## config.mk

```make
export PLATFORM = sky130hd
export DESIGN_NAME = board_renderer_flat
export DESIGN_NICKNAME = d
export VERILOG_FILES = /design/src/rtl/board_renderer_if.sv /design/src/rtl/board_renderer.sv /design/src/flat_wrapper.sv
export SDC_FILE = /design/constraint.sdc
export NUM_CORES = 1
export LEC_CHECK = 0
export ABC_CLOCK_PERIOD_IN_PS = 8600
export BUFFER_PORTS_ARGS = -buffer_cell sky130_fd_sc_hd__buf_2
export CORE_MARGIN = 2
export CORE_UTILIZATION = 40
export DETAILED_ROUTE_END_ITERATION = 8
export GPL_TIMING_DRIVEN = 0
export PLACE_DENSITY = 0.63
export SLEW_MARGIN = 20
export SYNTH_ARGS = -nofsm -noshare
export SYNTH_HDL_FRONTEND = slang
export SYNTH_SLANG_ARGS = --single-unit
```

## constraint.sdc

```tcl
create_clock -name clock -period 8.6 [get_ports clock]
set_clock_uncertainty 0.15 [all_clocks]
set_input_delay 0.86 -clock clock [delete_from_list [all_inputs] [get_ports clock]]
set_output_delay 0.86 -clock clock [all_outputs]
set_load 0.05 [all_outputs]
```

## src/rtl/board_renderer_if.sv

```systemverilog
// Board renderer bus: start/mode request, board memory read port and VGA pixel stream.
// The master side owns the board memory and the pixel sink; the slave is the renderer.
interface board_renderer_if;
   logic       start;
   logic       mode_fg;
   logic [1:0] mem_data;
   logic       mem_read;
   logic [7:0] mem_address;
   logic [7:0] x;
   logic [6:0] y;
   logic [2:0] colour;
   logic       plot;
   logic       busy;
   logic       done;

   modport master (
      output start,
      output mode_fg,
      output mem_data,
      input  mem_read,
      input  mem_address,
      input  x,
      input  y,
      input  colour,
      input  plot,
      input  busy,
      input  done
   );

   modport slave (
      input  start,
      input  mode_fg,
      input  mem_data,
      output mem_read,
      output mem_address,
      output x,
      output y,
      output colour,
      output plot,
      output busy,
      output done
   );
endinterface

```

## src/rtl/board_renderer.sv

```systemverilog
// Renders a 16x16 board of 7x7-pixel cells to a VGA plotter, either as a checkerboard
// background pass or as a foreground pass driven by a two-bit code per cell from board memory.
module board_renderer #(
   parameter int X0 = 24,
   parameter int Y0 = 4
) (
   input logic             clock,
   input logic             reset,
   board_renderer_if.slave bus
);

   localparam logic [7:0] LP_X0        = 8'(X0);
   localparam logic [6:0] LP_Y0        = 7'(Y0);
   localparam logic [7:0] LP_LAST_CELL = 8'd255;
   localparam logic [2:0] LP_LAST_PIX  = 3'd6;
   localparam logic [7:0] LP_CELL_W    = 8'd7;
   localparam logic [6:0] LP_CELL_H    = 7'd7;

   typedef enum logic [2:0] {
      S_IDLE  = 3'd0,
      S_FETCH = 3'd1,
      S_WAIT1 = 3'd2,
      S_WAIT2 = 3'd3,
      S_PAINT = 3'd4,
      S_NEXT  = 3'd5,
      S_DONE  = 3'd6
   } state_t;

   state_t     r_state;
   state_t     w_next_state;
   logic       r_mode_fg;
   logic [7:0] r_cell_idx;
   logic [2:0] r_px;
   logic [2:0] r_py;
   logic [1:0] r_cell_code;

   logic [3:0] w_cell_x;
   logic [3:0] w_cell_y;
   logic       w_last_pixel;
   logic [7:0] w_pix_x;
   logic [6:0] w_pix_y;
   logic [2:0] w_pix_colour;

   function automatic logic [2:0] fg_colour(input logic [1:0] code);
      logic [2:0] c;
      case (code)
         2'd1:    c = 3'b100;
         2'd2:    c = 3'b001;
         2'd3:    c = 3'b111;
         default: c = 3'b000;
      endcase
      return c;
   endfunction

   function automatic logic [2:0] bg_colour(input logic cx0, input logic cy0);
      logic [2:0] c;
      if ((cx0 ^ cy0) == 1'b1) begin
         c = 3'b010;
      end else begin
         c = 3'b000;
      end
      return c;
   endfunction

   assign w_cell_x     = r_cell_idx[3:0];
   assign w_cell_y     = r_cell_idx[7:4];
   assign w_last_pixel = (r_px == LP_LAST_PIX) && (r_py == LP_LAST_PIX);
   assign w_pix_x      = LP_X0 + ({4'd0, w_cell_x} * LP_CELL_W) + {5'd0, r_px};
   assign w_pix_y      = LP_Y0 + ({3'd0, w_cell_y} * LP_CELL_H) + {4'd0, r_py};
   assign w_pix_colour = r_mode_fg ? fg_colour(r_cell_code) : bg_colour(w_cell_x[0], w_cell_y[0]);

   // State register
   always_ff @(posedge clock) begin
      if (reset) begin
         r_state <= S_IDLE;
      end else begin
         r_state <= w_next_state;
      end
   end

   // Next-state decode; WAIT2 branches on the memory word arriving in that cycle
   always_comb begin
      w_next_state = r_state;
      case (r_state)
         S_IDLE: begin
            if (bus.start) begin
               w_next_state = bus.mode_fg ? S_FETCH : S_PAINT;
            end else begin
               w_next_state = S_IDLE;
            end
         end
         S_FETCH: w_next_state = S_WAIT1;
         S_WAIT1: w_next_state = S_WAIT2;
         S_WAIT2: begin
            if (bus.mem_data == 2'd0) begin
               w_next_state = S_NEXT;
            end else begin
               w_next_state = S_PAINT;
            end
         end
         S_PAINT: begin
            if (w_last_pixel) begin
               w_next_state = S_NEXT;
            end else begin
               w_next_state = S_PAINT;
            end
         end
         S_NEXT: begin
            if (r_cell_idx == LP_LAST_CELL) begin
               w_next_state = S_DONE;
            end else begin
               w_next_state = r_mode_fg ? S_FETCH : S_PAINT;
            end
         end
         S_DONE:  w_next_state = S_IDLE;
         default: w_next_state = S_IDLE;
      endcase
   end

   // Cell index, pixel counters, cell code and latched pass mode
   always_ff @(posedge clock) begin
      if (reset) begin
         r_mode_fg   <= 1'b0;
         r_cell_idx  <= 8'd0;
         r_px        <= 3'd0;
         r_py        <= 3'd0;
         r_cell_code <= 2'd0;
      end else begin
         case (r_state)
            S_IDLE: begin
               if (bus.start) begin
                  r_mode_fg   <= bus.mode_fg;
                  r_cell_idx  <= 8'd0;
                  r_px        <= 3'd0;
                  r_py        <= 3'd0;
                  r_cell_code <= 2'd0;
               end
            end
            S_WAIT2: r_cell_code <= bus.mem_data;
            S_PAINT: begin
               if (r_px == LP_LAST_PIX) begin
                  r_px <= 3'd0;
                  r_py <= (r_py == LP_LAST_PIX) ? 3'd0 : (r_py + 3'd1);
               end else begin
                  r_px <= r_px + 3'd1;
               end
            end
            S_NEXT: begin
               if (r_cell_idx != LP_LAST_CELL) begin
                  r_cell_idx <= r_cell_idx + 8'd1;
               end
            end
            default: begin
            end
         endcase
      end
   end

   // Output decode from registered state; idle outputs are forced to zero
   always_comb begin
      bus.mem_read    = 1'b0;
      bus.mem_address = 8'd0;
      bus.x           = 8'd0;
      bus.y           = 7'd0;
      bus.colour      = 3'd0;
      bus.plot        = 1'b0;
      bus.busy        = (r_state != S_IDLE);
      bus.done        = 1'b0;
      case (r_state)
         S_FETCH: begin
            bus.mem_read    = 1'b1;
            bus.mem_address = r_cell_idx;
         end
         S_PAINT: begin
            bus.plot   = 1'b1;
            bus.x      = w_pix_x;
            bus.y      = w_pix_y;
            bus.colour = w_pix_colour;
         end
         S_DONE:  bus.done = 1'b1;
         default: begin
            bus.plot = 1'b0;
         end
      endcase
   end

endmodule

```

## src/flat_wrapper.sv

```systemverilog
// flat-port wrapper written by rule: the top's interface ports become plain ports
module board_renderer_flat 
#(
   parameter int X0 = 24,
   parameter int Y0 = 4
)
  (clock, reset, bus_start, bus_mode_fg, bus_mem_data, bus_mem_read, bus_mem_address, bus_x, bus_y, bus_colour, bus_plot, bus_busy, bus_done);
  board_renderer_if bus_i ();
  input logic clock;
  input logic reset;
  input wire logic [$bits(bus_i.start)-1:0] bus_start;
  input wire logic [$bits(bus_i.mode_fg)-1:0] bus_mode_fg;
  input wire logic [$bits(bus_i.mem_data)-1:0] bus_mem_data;
  output wire logic [$bits(bus_i.mem_read)-1:0] bus_mem_read;
  output wire logic [$bits(bus_i.mem_address)-1:0] bus_mem_address;
  output wire logic [$bits(bus_i.x)-1:0] bus_x;
  output wire logic [$bits(bus_i.y)-1:0] bus_y;
  output wire logic [$bits(bus_i.colour)-1:0] bus_colour;
  output wire logic [$bits(bus_i.plot)-1:0] bus_plot;
  output wire logic [$bits(bus_i.busy)-1:0] bus_busy;
  output wire logic [$bits(bus_i.done)-1:0] bus_done;
  assign bus_i.start = bus_start;
  assign bus_i.mode_fg = bus_mode_fg;
  assign bus_i.mem_data = bus_mem_data;
  assign bus_mem_read = bus_i.mem_read;
  assign bus_mem_address = bus_i.mem_address;
  assign bus_x = bus_i.x;
  assign bus_y = bus_i.y;
  assign bus_colour = bus_i.colour;
  assign bus_plot = bus_i.plot;
  assign bus_busy = bus_i.busy;
  assign bus_done = bus_i.done;
  board_renderer #(.X0(X0), .Y0(Y0)) u_core (.clock(clock), .reset(reset), .bus(bus_i));
endmodule
```

### Word-level counts from Yosys, hierarchy flattened

Cells that the tools add are included.

| storage, ports and cells | value |
|---|---|
| flip-flop bits (word level) | 20 |
| input port bits | 6 |
| output and inout bits | 30 |

| operators by class | value |
|---|---|
| $add $sub $neg | 7 |
| multiply operators | 2 |
| equal/unequal tests | 16 |
| mux-type cells | 28 |
| bitwise logic cells | 1 |
| reductions and logical operators | 12 |

Operator list:

| operator | number |
|---|---|
| $mux 8 | 4 |
| $mux 3 | 10 |
| $pmux 3 s6 | 1 |
| $pmux 8 s2 | 1 |
| $eq 3x3->1 const B | 5 |
| $mul 4x3->7 const B | 2 |
| $pmux 3 s2 | 2 |
| $pmux 3 s3 | 1 |
| $add 5x7->8 const A | 1 |
| $add 8x1->8 const B | 1 |
| $add 8x3->8 | 1 |
| $eq 8x8->1 const B | 1 |
| $ne 8x8->1 const B | 1 |
| $add 3x7->7 const A | 1 |
| $add 7x3->7 | 1 |
| $mux 7 | 1 |
| $add 3x1->3 const B | 2 |
| $eq 3x2->1 const B | 2 |
| $reduce_and 2->1 | 3 |
| $reduce_and 3->1 | 2 |
| $reduce_bool 2->1 | 3 |
| $mux 1 | 5 |
| $eq 2x2->1 const B | 2 |
| $mux 2 | 2 |
| 10 further kinds | 11 |

### Logic depth before layout (Yosys ltp)

| depth | value |
|---|---|
| word-level depth | 4 |
| depth in mapped cells | 12 |
| depth with buffers taken out | 12 |

### Worst setup path after synthesis

Ideal clock, no wire load.

| path | value |
|---|---|
| path kind | flip-flop to output port |
| start point | reg u_core.r_cell_idx[0] |
| end point | out bus_x[7] |
| arrival time | 3476 ps |
| data required time | 7590 ps |
| setup slack | 4114 ps |
| cell stages (with the launch flop) | 10 |
| path buffers | 0 |
| cells stage by stage | dfxtp_1 > fa_1 > xor2_1 > ha_1 > inv_1 > fa_1 > nor2b_1 > o21a_1 > o21ai_0 > a211oi_1 |

| on the way | value |
|---|---|
| cells in the longest elaborated chain, start to end | 4 |

RTL lines:

| item | line | text |
|---|---|---|
| from (decl) | board_renderer.sv:32 | `logic [7:0] r_cell_idx;` |
| from (signal assigned) | board_renderer.sv:150 | `r_cell_idx <= r_cell_idx + 8'd1;` |
| $mul 4x3->7 | board_renderer.sv:68 | `assign w_pix_x = LP_X0 + ({4'd0, w_cell_x} * LP_CELL_W) + {5'd0, r_px};` |
| $add 5x7->8 | board_renderer.sv:68 |  |
| $add 8x3->8 | board_renderer.sv:68 |  |
| $mux 8 | board_renderer.sv:169 | `case (r_state)` |
| to (decl) | flat_wrapper.sv:16 | `output wire logic [$bits(bus_i.x)-1:0] bus_x;` |

No other way between the ends.

### Worst setup path in the final report

| path | value |
|---|---|
| start point | reg u_core.r_cell_idx[4] |
| end point | out bus_y[6] |

| on the way | value |
|---|---|
| cells in the longest elaborated chain, start to end | 4 |

RTL lines:

| item | line | text |
|---|---|---|
| $mul 4x3->7 | board_renderer.sv:69 | `assign w_pix_y = LP_Y0 + ({3'd0, w_cell_y} * LP_CELL_H) + {4'd0, r_py};` |
| $add 3x7->7 | board_renderer.sv:69 |  |
| $add 7x3->7 | board_renderer.sv:69 |  |
| $mux 7 | board_renderer.sv:169 |  |
| to (decl) | flat_wrapper.sv:17 | `output wire logic [$bits(bus_i.y)-1:0] bus_y;` |

No other way between the ends.

==> run_results.csv <==
group,metric,value,unit
outcome,outcome,"complete, no violations",
sta,timing.final.crit_period,4.32,ns
layout,nNetsFinal,349,
placement,dpl_worst_slack,4.54,ns
power_and_ir_drop,combinationalPowerShare,0.333,
synth,synth_nets,309,
global_routing,wire_length_of_the_first_global_routing_pass,8070,um
clocking,cts.sinks,20,
sta,clock.fmax,231,MHz
global_routing,grt_antenna_before_repair,0,
synth,post_synthesis_cell_count,258,
clocking,tritoncts_buffers,3,
floorplanning,rows,26,
layout,mostFrequentLayoutCell,"sky130_fd_sc_hd__buf_2",
sta,finalHoldViolations,0,
worst_setup_path,critPathMaxFanout,6,
drt,drc_errors,0,
power_and_ir_drop,power_report.internal_total,0.150,mW
clocking,cts_buffer_depth,2,
power_and_ir_drop,power.static_leakage,1.25,nW
clocking,path_clk_slew,0.07,ns
clocking,htreeDepth,1,
floorplanning,floorplan.die_area,5810,um^2
global_routing,grt_max_degree,11,
synth,synth-warning-count,0,
power_and_ir_drop,power_switching,0.0954,mW
global_routing,grt_remaining_overflow,0,
power_and_ir_drop,max-vdd-ir-drop,0.0665,mV
floorplanning,die_w,76.2,um
layout,regArea,400,um^2
floorplanning,die-height,76.2,um
worst_setup_path,endpoint_kind,"primary output",
sta,worst_relative_slew_slack,0.487,
synth,post_synth_num_cell_types,44,
layout,post_route_cells_drive_above_1_share,0.166,
layout,n_fill_cell,528,
floorplanning,io_pins,36,
synth,synth_async_sr_flop_share,0,
synth,dominantRegCellSynth,"sky130_fd_sc_hd__dfxtp_1",
sta,summed_negative_setup_slack_over_all_endpoints,0,ns
clocking,cts_resized,0,
global_routing,first_global_vias,1764,
power_and_ir_drop,clockPowerShare,0.250,
drt,detailed_routing_iterations_pass_1,4,
layout,diodes,0,
worst_setup_path,worstSetupPathType,"flip-flop to primary output",
sta,max_slew_violation_total_from_the_final_report,0,
drt,met1_length,2280,um
sta,final.hold.worst_slack,0.376,ns
power_and_ir_drop,power.share.sequential,0.417,
synth,syn_area,2090,um^2
drt,dr_wl_met2,2030,um
placement,placement.cell_area,2350,um^2
flow_run,max-cap-violations,0,
placement,globalplace.congestion,0.839,
clocking,post_cts_hold_buffer_count,0,
sta,setup_violations,0,
sta,grt_setup_unrepaired,"false",
layout,layout.cells.most_common_list,"41 x sky130_fd_sc_hd__buf_2, 37 x sky130_fd_sc_hd__ha_1, 26 x sky130_fd_sc_hd__inv_1, 25 x sky130_fd_sc_hd__nor2_1, 20 x sky130_fd_sc_hd__dfxtp_1",
worst_setup_path,timing.critical_path.required,7.59,ns
sta,fin_crit_sh,0.503,
power_and_ir_drop,switching_share,0.389,
drt,routed_wirelength,4660,um
drt,route.antenna.remaining_nets,0,
layout,multi_input_area,1540,um^2
layout,final_cell_area,2390,um^2
drt,highest_layer,"met4",
drt,drtIter0Drc,76,
floorplanning,core_region_area,5070,um^2
drt,met3_length,286,um
clocking,clock_insertion_delay_worst_skew,0.26,ns
worst_setup_path,arrival,3.31,ns
layout,final_core_util,0.471,
synth,synth.ff_latch_count,20,
drt,route.vias.total,1870,
clocking,tritoncts,"built",
worst_hold_path,hold_class,"flip-flop to flip-flop",
synth,synth.avg_cell_area,8.08,um^2
sta,setup_slack,4.28,ns
synth,seq_area_frac_synth,0.192,
clocking,post_cts.repair.setup_buffers,0,
drt,via_per_inst,5.11,
sta,worstMarginPinSlew,0.768,ns
global_routing,gr-usage-all-layers,0.168,
floorplanning,start_util,0.411,
power_and_ir_drop,power.density_cell_area,103,nW/um^2
placement,place.port_buffers,35,
worst_setup_path,sort_of_element_at_the_start_of_the_critical_path,"flip-flop",
clocking,cell_at_the_root_of_the_clock_tree,"sky130_fd_sc_hd__clkbuf_8",
layout,layout-area-overhead-vs-synth,14.6,%
drt,wire_per_inst,12.7,um
synth,post_synth_edffs,0,
placement,hpwl,3700,um
## cell families (layout without fill, tap and decap cells)
kind of cell / count (synthesis) / in the layout / synth area share
and+or+nand+nor: 96 / 96 / 0.251
AOI/OAI and AO/OA: 47 / 47 / 0.134
adders and majority gates: 45 / 45 / 0.299
buffers and inverters: 38 / 76 / 0.0720
DFF: 20 / 20 / 0.192
xor gates and xnor gates: 9 / 9 / 0.0378
muxes: 3 / 3 / 0.0144
## worst max-delay path, stage by stage, from the launching register on
cell and delay, ns:
sky130_fd_sc_hd__dfxtp_1 0.45, sky130_fd_sc_hd__inv_1 0.13, sky130_fd_sc_hd__ha_1 0.22, sky130_fd_sc_hd__ha_1 0.26
sky130_fd_sc_hd__inv_1 0.05, sky130_fd_sc_hd__fa_1 0.49, sky130_fd_sc_hd__inv_1 0.04, sky130_fd_sc_hd__ha_1 0.21
sky130_fd_sc_hd__fa_1 0.40, sky130_fd_sc_hd__a21o_1 0.20, sky130_fd_sc_hd__a21oi_1 0.16, sky130_fd_sc_hd__xnor2_1 0.09
sky130_fd_sc_hd__nor2_1 0.07, sky130_fd_sc_hd__buf_2 0.27
## stage by stage
| stage | power (mW) | instances |
|---|---|---|
| global route | 0.261 | 366 |
| CTS | 0.248 | 366 |
| global placement | 0.186 | 363 |
| finish | 0.245 | 366 |
| detailed placement | 0.186 | 363 |
| floorplan | 0.164 | 258 |
## Yosys cell counts, types with 6 or more instances
| master | n | area (um^2) |
|---|---|---|
| sky130_fd_sc_hd__ha_1 | 37 | 463 |
| sky130_fd_sc_hd__inv_1 | 26 | 97.6 |
| sky130_fd_sc_hd__nor2_1 | 25 | 93.8 |
| sky130_fd_sc_hd__dfxtp_1 | 20 | 400 |
| sky130_fd_sc_hd__a21oi_1 | 18 | 90.1 |
| sky130_fd_sc_hd__nand2_1 | 14 | 52.6 |
| sky130_fd_sc_hd__nor3_1 | 13 | 65.1 |
| sky130_fd_sc_hd__o21ai_0 | 13 | 65.1 |
| sky130_fd_sc_hd__and2_1 | 8 | 50.1 |
| sky130_fd_sc_hd__fa_1 | 8 | 160 |
| sky130_fd_sc_hd__xnor2_1 | 7 | 61.3 |
| sky130_fd_sc_hd__buf_2 | 6 | 30.0 |
| sky130_fd_sc_hd__nand3_1 | 6 | 30.0 |
## layout make-up
type / instances / area share
well taps: 70 / 0.0366
inverters: 27 / 0.0424
plain buffers: 11 / 0.0204
repair buffers: 35 / 0.0733
flip-flops and latches: 20 / 0.168
clock buffers: 3 / 0.0173
multi-input cells: 200 / 0.642
## power by group through the flow
stage	registers, mW	logic (mW)	clock network (mW)
finish	0.102	0.0817	0.0614
global route	0.103	0.0906	0.0675
CTS	0.102	0.0824	0.0640
detailed placement	0.104	0.0821	0
global placement	0.104	0.0819	0
floorplan	0.103	0.0618	0
## routing by layer
| metal | track usage | up-vias |
|---|---|---|
| met2 | 0.265 | 52 |
| met1 | 0.240 | 850 |
| met5 | 0 | - |
| li1 | - | 961 |
| met4 | 0.0509 | 0 |
| met3 | 0.0213 | 7 |
## state kept, by name, summed over array words and instances, names as in the netlist
register / count
u_core.r_cell_idx: 8
u_core.r_px: 3
u_core.r_py: 3
u_core.r_state: 3
u_core.r_cell_code: 2
u_core.r_mode_fg: 1
## worst paths after layout
| path | startpoint | endpoint | slack [ns] | depth (start not counted) |
|---|---|---|---|---|
| setup reg to reg | u_core.r_cell_idx[0] | u_core.r_state[0] | 6.38 | 5 |
| hold / removal | u_core.r_py[2] | u_core.r_py[2] | 0.38 | 2 |
| setup / recovery | u_core.r_cell_idx[4] | bus_y[6] | 4.28 | 13 |
| hold reg to reg | u_core.r_py[2] | u_core.r_py[2] | 0.38 | 2 |
Power figures use the tool's default switching activity.
